**src/rtl/keypad_parser_pkg.sv**
```systemverilog
// Shared key codes, FSM states and sizing for the keypad parser and its operand accumulator.
package keypad_parser_pkg;
  localparam int OPERAND_W  = 14;
  localparam int MAX_DIGITS = 4;
  localparam int COUNT_W    = 3;

  localparam logic [3:0] KEY_PLUS = 4'd10;
  localparam logic [3:0] KEY_MUL  = 4'd11;
  localparam logic [3:0] KEY_EQ   = 4'd12;
  localparam logic [3:0] KEY_CLR  = 4'd13;

  typedef enum logic [2:0] {
    IDLE,
    ENTRY,
    EMIT_SHOW,
    CLR_WAIT,
    ERROR
  } state_t;

  function automatic logic is_digit(input logic [3:0] k);
    return k < 4'd10;
  endfunction

  function automatic logic is_op(input logic [3:0] k);
    return (k == KEY_PLUS) || (k == KEY_MUL) || (k == KEY_EQ);
  endfunction
endpackage

```
**src/rtl/keypad_parser_if.sv**
```systemverilog
// Key handshake between the keypad scanner (master) and the parser (slave).
interface keypad_parser_if;
  logic       keyValid;
  logic [3:0] keyCode;
  logic       keyReady;

  modport master (output keyValid, output keyCode, input keyReady);
  modport slave  (input keyValid, input keyCode, output keyReady);
endinterface

```
**src/rtl/keypad_parser_decimal_accumulator.sv**
```systemverilog
// Builds a decimal operand one digit at a time; refuses (and flags) a digit beyond MAX_DIGITS.
module decimal_accumulator
  import keypad_parser_pkg::*;
(
  input  logic                 clk,
  input  logic                 rst,
  input  logic                 digit_en_i,
  input  logic [3:0]           digit_i,
  input  logic                 clear_i,
  output logic [OPERAND_W-1:0] acc_o,
  output logic                 overflow_o
);
  logic [OPERAND_W-1:0] acc_q, acc_d;
  logic [COUNT_W-1:0]   count_q, count_d;
  logic                 full;

  assign full       = (count_q == COUNT_W'(MAX_DIGITS));
  // Four digits max out at 9999, so acc*10+digit never exceeds the operand width.
  assign acc_d      = acc_q * OPERAND_W'(10) + OPERAND_W'(digit_i);
  assign count_d    = count_q + COUNT_W'(1);
  assign overflow_o = digit_en_i && full;
  assign acc_o      = acc_q;

  always_ff @(posedge clk) begin
    if (rst || clear_i) begin
      acc_q   <= '0;
      count_q <= '0;
    end else if (digit_en_i && !full) begin
      acc_q   <= acc_d;
      count_q <= count_d;
    end
  end
endmodule

```
**src/rtl/keypad_parser.sv**
```systemverilog
// Parses keypad keys into operands and toggle-encoded commands for a downstream execution stage.
module keypad_parser
  import keypad_parser_pkg::*;
(
  input  logic                 clk,
  input  logic                 rst,
  keypad_parser_if.slave       key,
  output logic [OPERAND_W-1:0] inNumbers,
  output logic                 store,
  output logic                 update,
  output logic                 show,
  output logic                 reset,
  output logic                 errOut
);
  state_t               state_q;
  logic [3:0]           pending_q;
  logic [OPERAND_W-1:0] in_numbers_q;
  logic                 store_q, update_q, show_q, reset_q, err_q;

  logic                 accept, in_entry_states, digit_en, acc_clear, overflow;
  logic [OPERAND_W-1:0] acc;

  assign in_entry_states = (state_q == IDLE) || (state_q == ENTRY);
  assign key.keyReady    = !rst && (in_entry_states || (state_q == ERROR));
  assign accept          = key.keyValid && key.keyReady;
  assign digit_en        = accept && in_entry_states && is_digit(key.keyCode);
  assign acc_clear       = accept && ((key.keyCode == KEY_CLR) ||
                                      ((state_q == ENTRY) && is_op(key.keyCode)));

  decimal_accumulator u_acc (
    .clk        (clk),
    .rst        (rst),
    .digit_en_i (digit_en),
    .digit_i    (key.keyCode),
    .clear_i    (acc_clear),
    .acc_o      (acc),
    .overflow_o (overflow)
  );

  always_ff @(posedge clk) begin
    if (rst) begin
      state_q      <= IDLE;
      pending_q    <= KEY_PLUS;
      in_numbers_q <= '0;
      store_q      <= 1'b0;
      update_q     <= 1'b0;
      show_q       <= 1'b0;
      reset_q      <= 1'b0;
      err_q        <= 1'b0;
    end else if (accept && (key.keyCode == KEY_CLR)) begin
      // errOut drops here, a cycle before reset flips, so the downstream clear is not masked.
      err_q        <= 1'b0;
      in_numbers_q <= '0;
      pending_q    <= KEY_PLUS;
      state_q      <= CLR_WAIT;
    end else begin
      case (state_q)
        IDLE, ENTRY: begin
          if (accept) begin
            if (is_digit(key.keyCode)) begin
              if (overflow) begin
                err_q   <= 1'b1;
                state_q <= ERROR;
              end else begin
                state_q <= ENTRY;
              end
            end else if (is_op(key.keyCode) && (state_q == ENTRY)) begin
              in_numbers_q <= acc;
              if (pending_q == KEY_PLUS) store_q  <= ~store_q;
              else                       update_q <= ~update_q;
              if (key.keyCode == KEY_EQ) begin
                state_q <= EMIT_SHOW;
              end else begin
                pending_q <= key.keyCode;
                state_q   <= IDLE;
              end
            end else begin
              // Operator without an operand, or an illegal code.
              err_q   <= 1'b1;
              state_q <= ERROR;
            end
          end
        end
        EMIT_SHOW: begin
          show_q    <= ~show_q;
          pending_q <= KEY_PLUS;
          state_q   <= IDLE;
        end
        CLR_WAIT: begin
          reset_q <= ~reset_q;
          state_q <= IDLE;
        end
        ERROR:   state_q <= ERROR;
        default: state_q <= IDLE;
      endcase
    end
  end

  assign inNumbers = in_numbers_q;
  assign store     = store_q;
  assign update    = update_q;
  assign show      = show_q;
  assign reset     = reset_q;
  assign errOut    = err_q;
endmodule

```
**src/flat_wrapper.sv**
```systemverilog
// flat-port wrapper written by rule: the top's interface ports become plain ports
module keypad_parser_flat import keypad_parser_pkg::*;
  (clk, rst, inNumbers, store, update, show, reset, errOut, key_keyValid, key_keyCode, key_keyReady);
  keypad_parser_if key_i ();
  input  logic clk;
  input  logic rst;
  output logic [OPERAND_W-1:0] inNumbers;
  output logic store;
  output logic update;
  output logic show;
  output logic reset;
  output logic errOut;
  input wire logic [$bits(key_i.keyValid)-1:0] key_keyValid;
  input wire logic [$bits(key_i.keyCode)-1:0] key_keyCode;
  output wire logic [$bits(key_i.keyReady)-1:0] key_keyReady;
  assign key_i.keyValid = key_keyValid;
  assign key_i.keyCode = key_keyCode;
  assign key_keyReady = key_i.keyReady;
  keypad_parser u_core (.clk(clk), .rst(rst), .key(key_i), .inNumbers(inNumbers), .store(store), .update(update), .show(show), .reset(reset), .errOut(errOut));
endmodule
```
**config.mk**
```make
export PLATFORM = sky130hd
export DESIGN_NAME = keypad_parser_flat
export DESIGN_NICKNAME = d
export VERILOG_FILES = /design/src/rtl/keypad_parser_pkg.sv /design/src/rtl/keypad_parser_if.sv /design/src/rtl/keypad_parser_decimal_accumulator.sv /design/src/rtl/keypad_parser.sv /design/src/flat_wrapper.sv
export SDC_FILE = /design/constraint.sdc
export NUM_CORES = 1
export LEC_CHECK = 0
export ABC_AREA = 1
export CAP_MARGIN = 20
export CORE_ASPECT_RATIO = 1.75
export CORE_MARGIN = 3
export CORE_UTILIZATION = 40
export CTS_CLUSTER_SIZE = 10
export DETAILED_ROUTE_END_ITERATION = 8
export GPL_TIMING_DRIVEN = 1
export SLEW_MARGIN = 20
export SYNTH_ARGS = -nofsm -noshare
export SYNTH_HDL_FRONTEND = slang
export SYNTH_SLANG_ARGS = --single-unit
```
**constraint.sdc**
```tcl
create_clock -name clk -period 4.25 [get_ports clk]
set_input_delay 0.6375 -clock clk [delete_from_list [all_inputs] [get_ports clk]]
set_output_delay 0.6375 -clock clk [all_outputs]
set_load 0.01 [all_outputs]
```
==> results.json <==
{
  "synth.cell_area_um2": 2620,
  "ys_seq_elements": 43,
  "cts_buffer_depth": 2,
  "die_area_um2": 7610,
  "syn_inst": 372,
  "crit_fanout": 5,
  "grt_setup_unrepaired": "false",
  "fill_cells": 670,
  "cts_tree": "built",
  "synth-xor-area-share": 0.0267,
  "num_io_pins": 27,
  "cap_violations": 0,
  "slew_violations": 0,
  "yosysUniqueCellTypes": 35,
  "track_usage": 0.175,
  "synth_top_area_frac": 0.328,
  "avgSynthCellArea_um2": 7.05,
  "setup_violations": 0,
  "crit_type": "input port to register",
  "skew_ns": 0.00660,
  "yosysTopAreaCell": "dfxtp_1",
  "ant_nets": 0,
  "synth_edf_count": 0,
  "vdd_drop_max_uv": 111,
  "cp.required_ns": 4.46,
  "tightest_slew_ns": 0.520,
  "post_cts_buffers": 0,
  "post-synth-top-count-cell": "nand2_1",
  "syn_nets": 405,
  "worstSetupStartpointType": "input port",
  "placementRows": 38,
  "synth_compound_area_frac": 0.135,
  "maxSlewHeadroom": 0.653,
  "routed_wl_um": 6010,
  "grt_pass1_wl_um": 10300,
  "finalNetCount": 433,
  "total_leakage_power_uw": 0.00156,
  "startpoint": "key_keyCode[1]",
  "antenna_cells": 0,
  "die_y_um": 113,
  "port_buffers": 26,
  "r2r_start": "u_core.u_acc.acc_o[3]",
  "period_needed_ns": 2.74,
  "viasPerCell": 4.87,
  "timing.fmax_mhz": 365,
  "power.density_nw_per_um2": 279,
  "wl_per_cell_um": 12.5,
  "grt_start_max_net_pins": 23,
  "synth_warnings": 0,
  "cp-end-kind": "register",
  "synthTopCellsByCount": "nand2_1, inv_1, nor2_1",
  "layout-drive-gt1-share": 0.0748,
  "antenna_found_initial": 0,
  "synth_ff_type": "dfxtp_1",
  "arrival_ns": 2.95,
  "placed_area_um2": 2950,
  "hpwl_um": 4850,
  "clk_latency_ns": 0.30,
  "synth_fa_ha_area_frac": 0.130,
  "vias": 2344,
  "drtIter0Drc": 109,
  "hold_viol": 0,
  "initial_utilization": 0.418,
  "ys_seq_area_frac": 0.328,
  "postCtsHoldBufs": 0,
  "grt-ovfl-total": 0,
  "drc": 0,
  "drt_first_pass_iters": 4,
  "hp-start": "u_core.errOut",
  "clk_pin_slew_ns": 0.08,
  "core_area_um2": 6280,
  "die_w_um": 67.2,
  "htreeDepth": 2,
  "synth_top_family_by_area": "simple AND/OR/NAND/NOR gates",
  "fin_area_um2": 3040,
  "timing.final.crit_share": 0.645,
  "area_growth_pct": 15.7,
  "synth_area_leaders": "dfxtp_1, ha_1, nand2_1",
  "place.gp.congestion": 0.805,
  "synth_simple_gate_area_frac": 0.279,
  "cts_buffers": 5,
  "cts_root_buf": "clkbuf_8",
  "synthArstFlopShare": 0,
  "hold_class": "register to register",
  "fin_tns_setup_ns": 0,
  "numClockSinks": 43,
  "outcome": "finished, final reports clean",
  "cts_resized": 0,
  "grt_pass1_vias": 2243,
  "muxShareOfSynthArea": 0,
  "r2r_slack_ns": 1.60
}
==> where the power goes <==
| group | internal (µW) | total (µW) | switching [µW] |
|---|---|---|---|
| combinational | 61.2 | 160 | 98.4 |
| clock | 115 | 256 | 141 |
| sequential | 416 | 431 | 15.0 |
==> critical path: stages <==
cell             delay, ns
clkdlybuf4s50_1       0.58
ha_1                  0.21
inv_1                 0.05
fa_1                  0.39
inv_1                 0.07
nand2_1               0.04
nand2_1               0.08
nand2_1               0.06
nor2_1                0.18
nand3_1               0.15
nor2_1                0.19
nand3_1               0.10
nand2_1               0.07
nand3_1               0.07
nand2_1               0.06
inv_1                 0.03
==> per-layer routing <==
metal | vias up | global-route usage | share of wire
li1 | 1246 | - | -
met1 | 1056 | 0.185 | 0.39
met2 | 32 | 0.330 | 0.56
met3 | 10 | 0.0248 | 0.026
met4 | 0 | 0.0705 | 0.023
met5 | - | 0 | 0
==> layout make-up <==
cell class,count,area (µm²),area share
well taps,80,100,0.0330
clock inverters,2,12.5,0.00412
repair buffers,28,275,0.0907
clock buffers,6,72.6,0.0239
flip-flops and latches,43,861,0.284
multi-input cells,264,1500,0.493
inverters,58,218,0.0717
==> logic make-up after synthesis <==
kind of cell,after synthesis
fa+ha+maj,26
compound gates,60
simple gates,170
flops,43
buf+inv,65
xor+xnor,8
==> registers in the layout, summed over array words and instances (netlist names), 3 cells and up <==
register              cells
u_core.inNumbers         14
u_core.u_acc.acc_o       14
u_core.pending_q          4
u_core.state_q            3
u_core.u_acc.count_q      3
==> per-stage QoR <==
step / power [µW] / instances / hold slack (ns) / setup WS, ns / utilization
2_1_floorplan: 558 / 372 / 0.415 / 1.95 / -
3_3_place_gp: 600 / 473 / 0.430 / 1.23 / 0.470
3_5_place_dp: 601 / 473 / 0.440 / 1.19 / 0.470
4_1_cts: 854 / 481 / 0.452 / 1.51 / 0.484
5_1_grt: 899 / 481 / 0.476 / 1.31 / 0.484
6_report: 846 / 481 / 0.451 / 1.51 / 0.484
==> placed cells by master, fill, tap and decap left out, types with 2 or more instances in the layout <==
master            n
xor2_1            5
nand3b_1          2
nor3_1            4
o21ai_0          22
inv_2             3
o21ai_1           5
fa_1              2
a21oi_2           5
buf_4             2
ha_1             24
a31oi_1           2
nor2_1           50
clkdlybuf4s50_1  26
dfxtp_1          43
a21oi_1          19
xnor2_1           3
clkbuf_8          5
nand3_1          27
nor2_2            4
nand2_2           3
inv_1            55
o211ai_2          2
nand2_1          74
==> path summary, 6_finish.rpt <==
| path | end | cells past startpoint |
|---|---|---|
| min | u_core.errOut | 2 |
| max reg2reg | u_core.u_acc.acc_o[13] | 15 |
| min reg2reg | u_core.errOut | 2 |
| max | u_core.u_acc.acc_o[13] | 16 |
(Power assumes the default switching activity.)
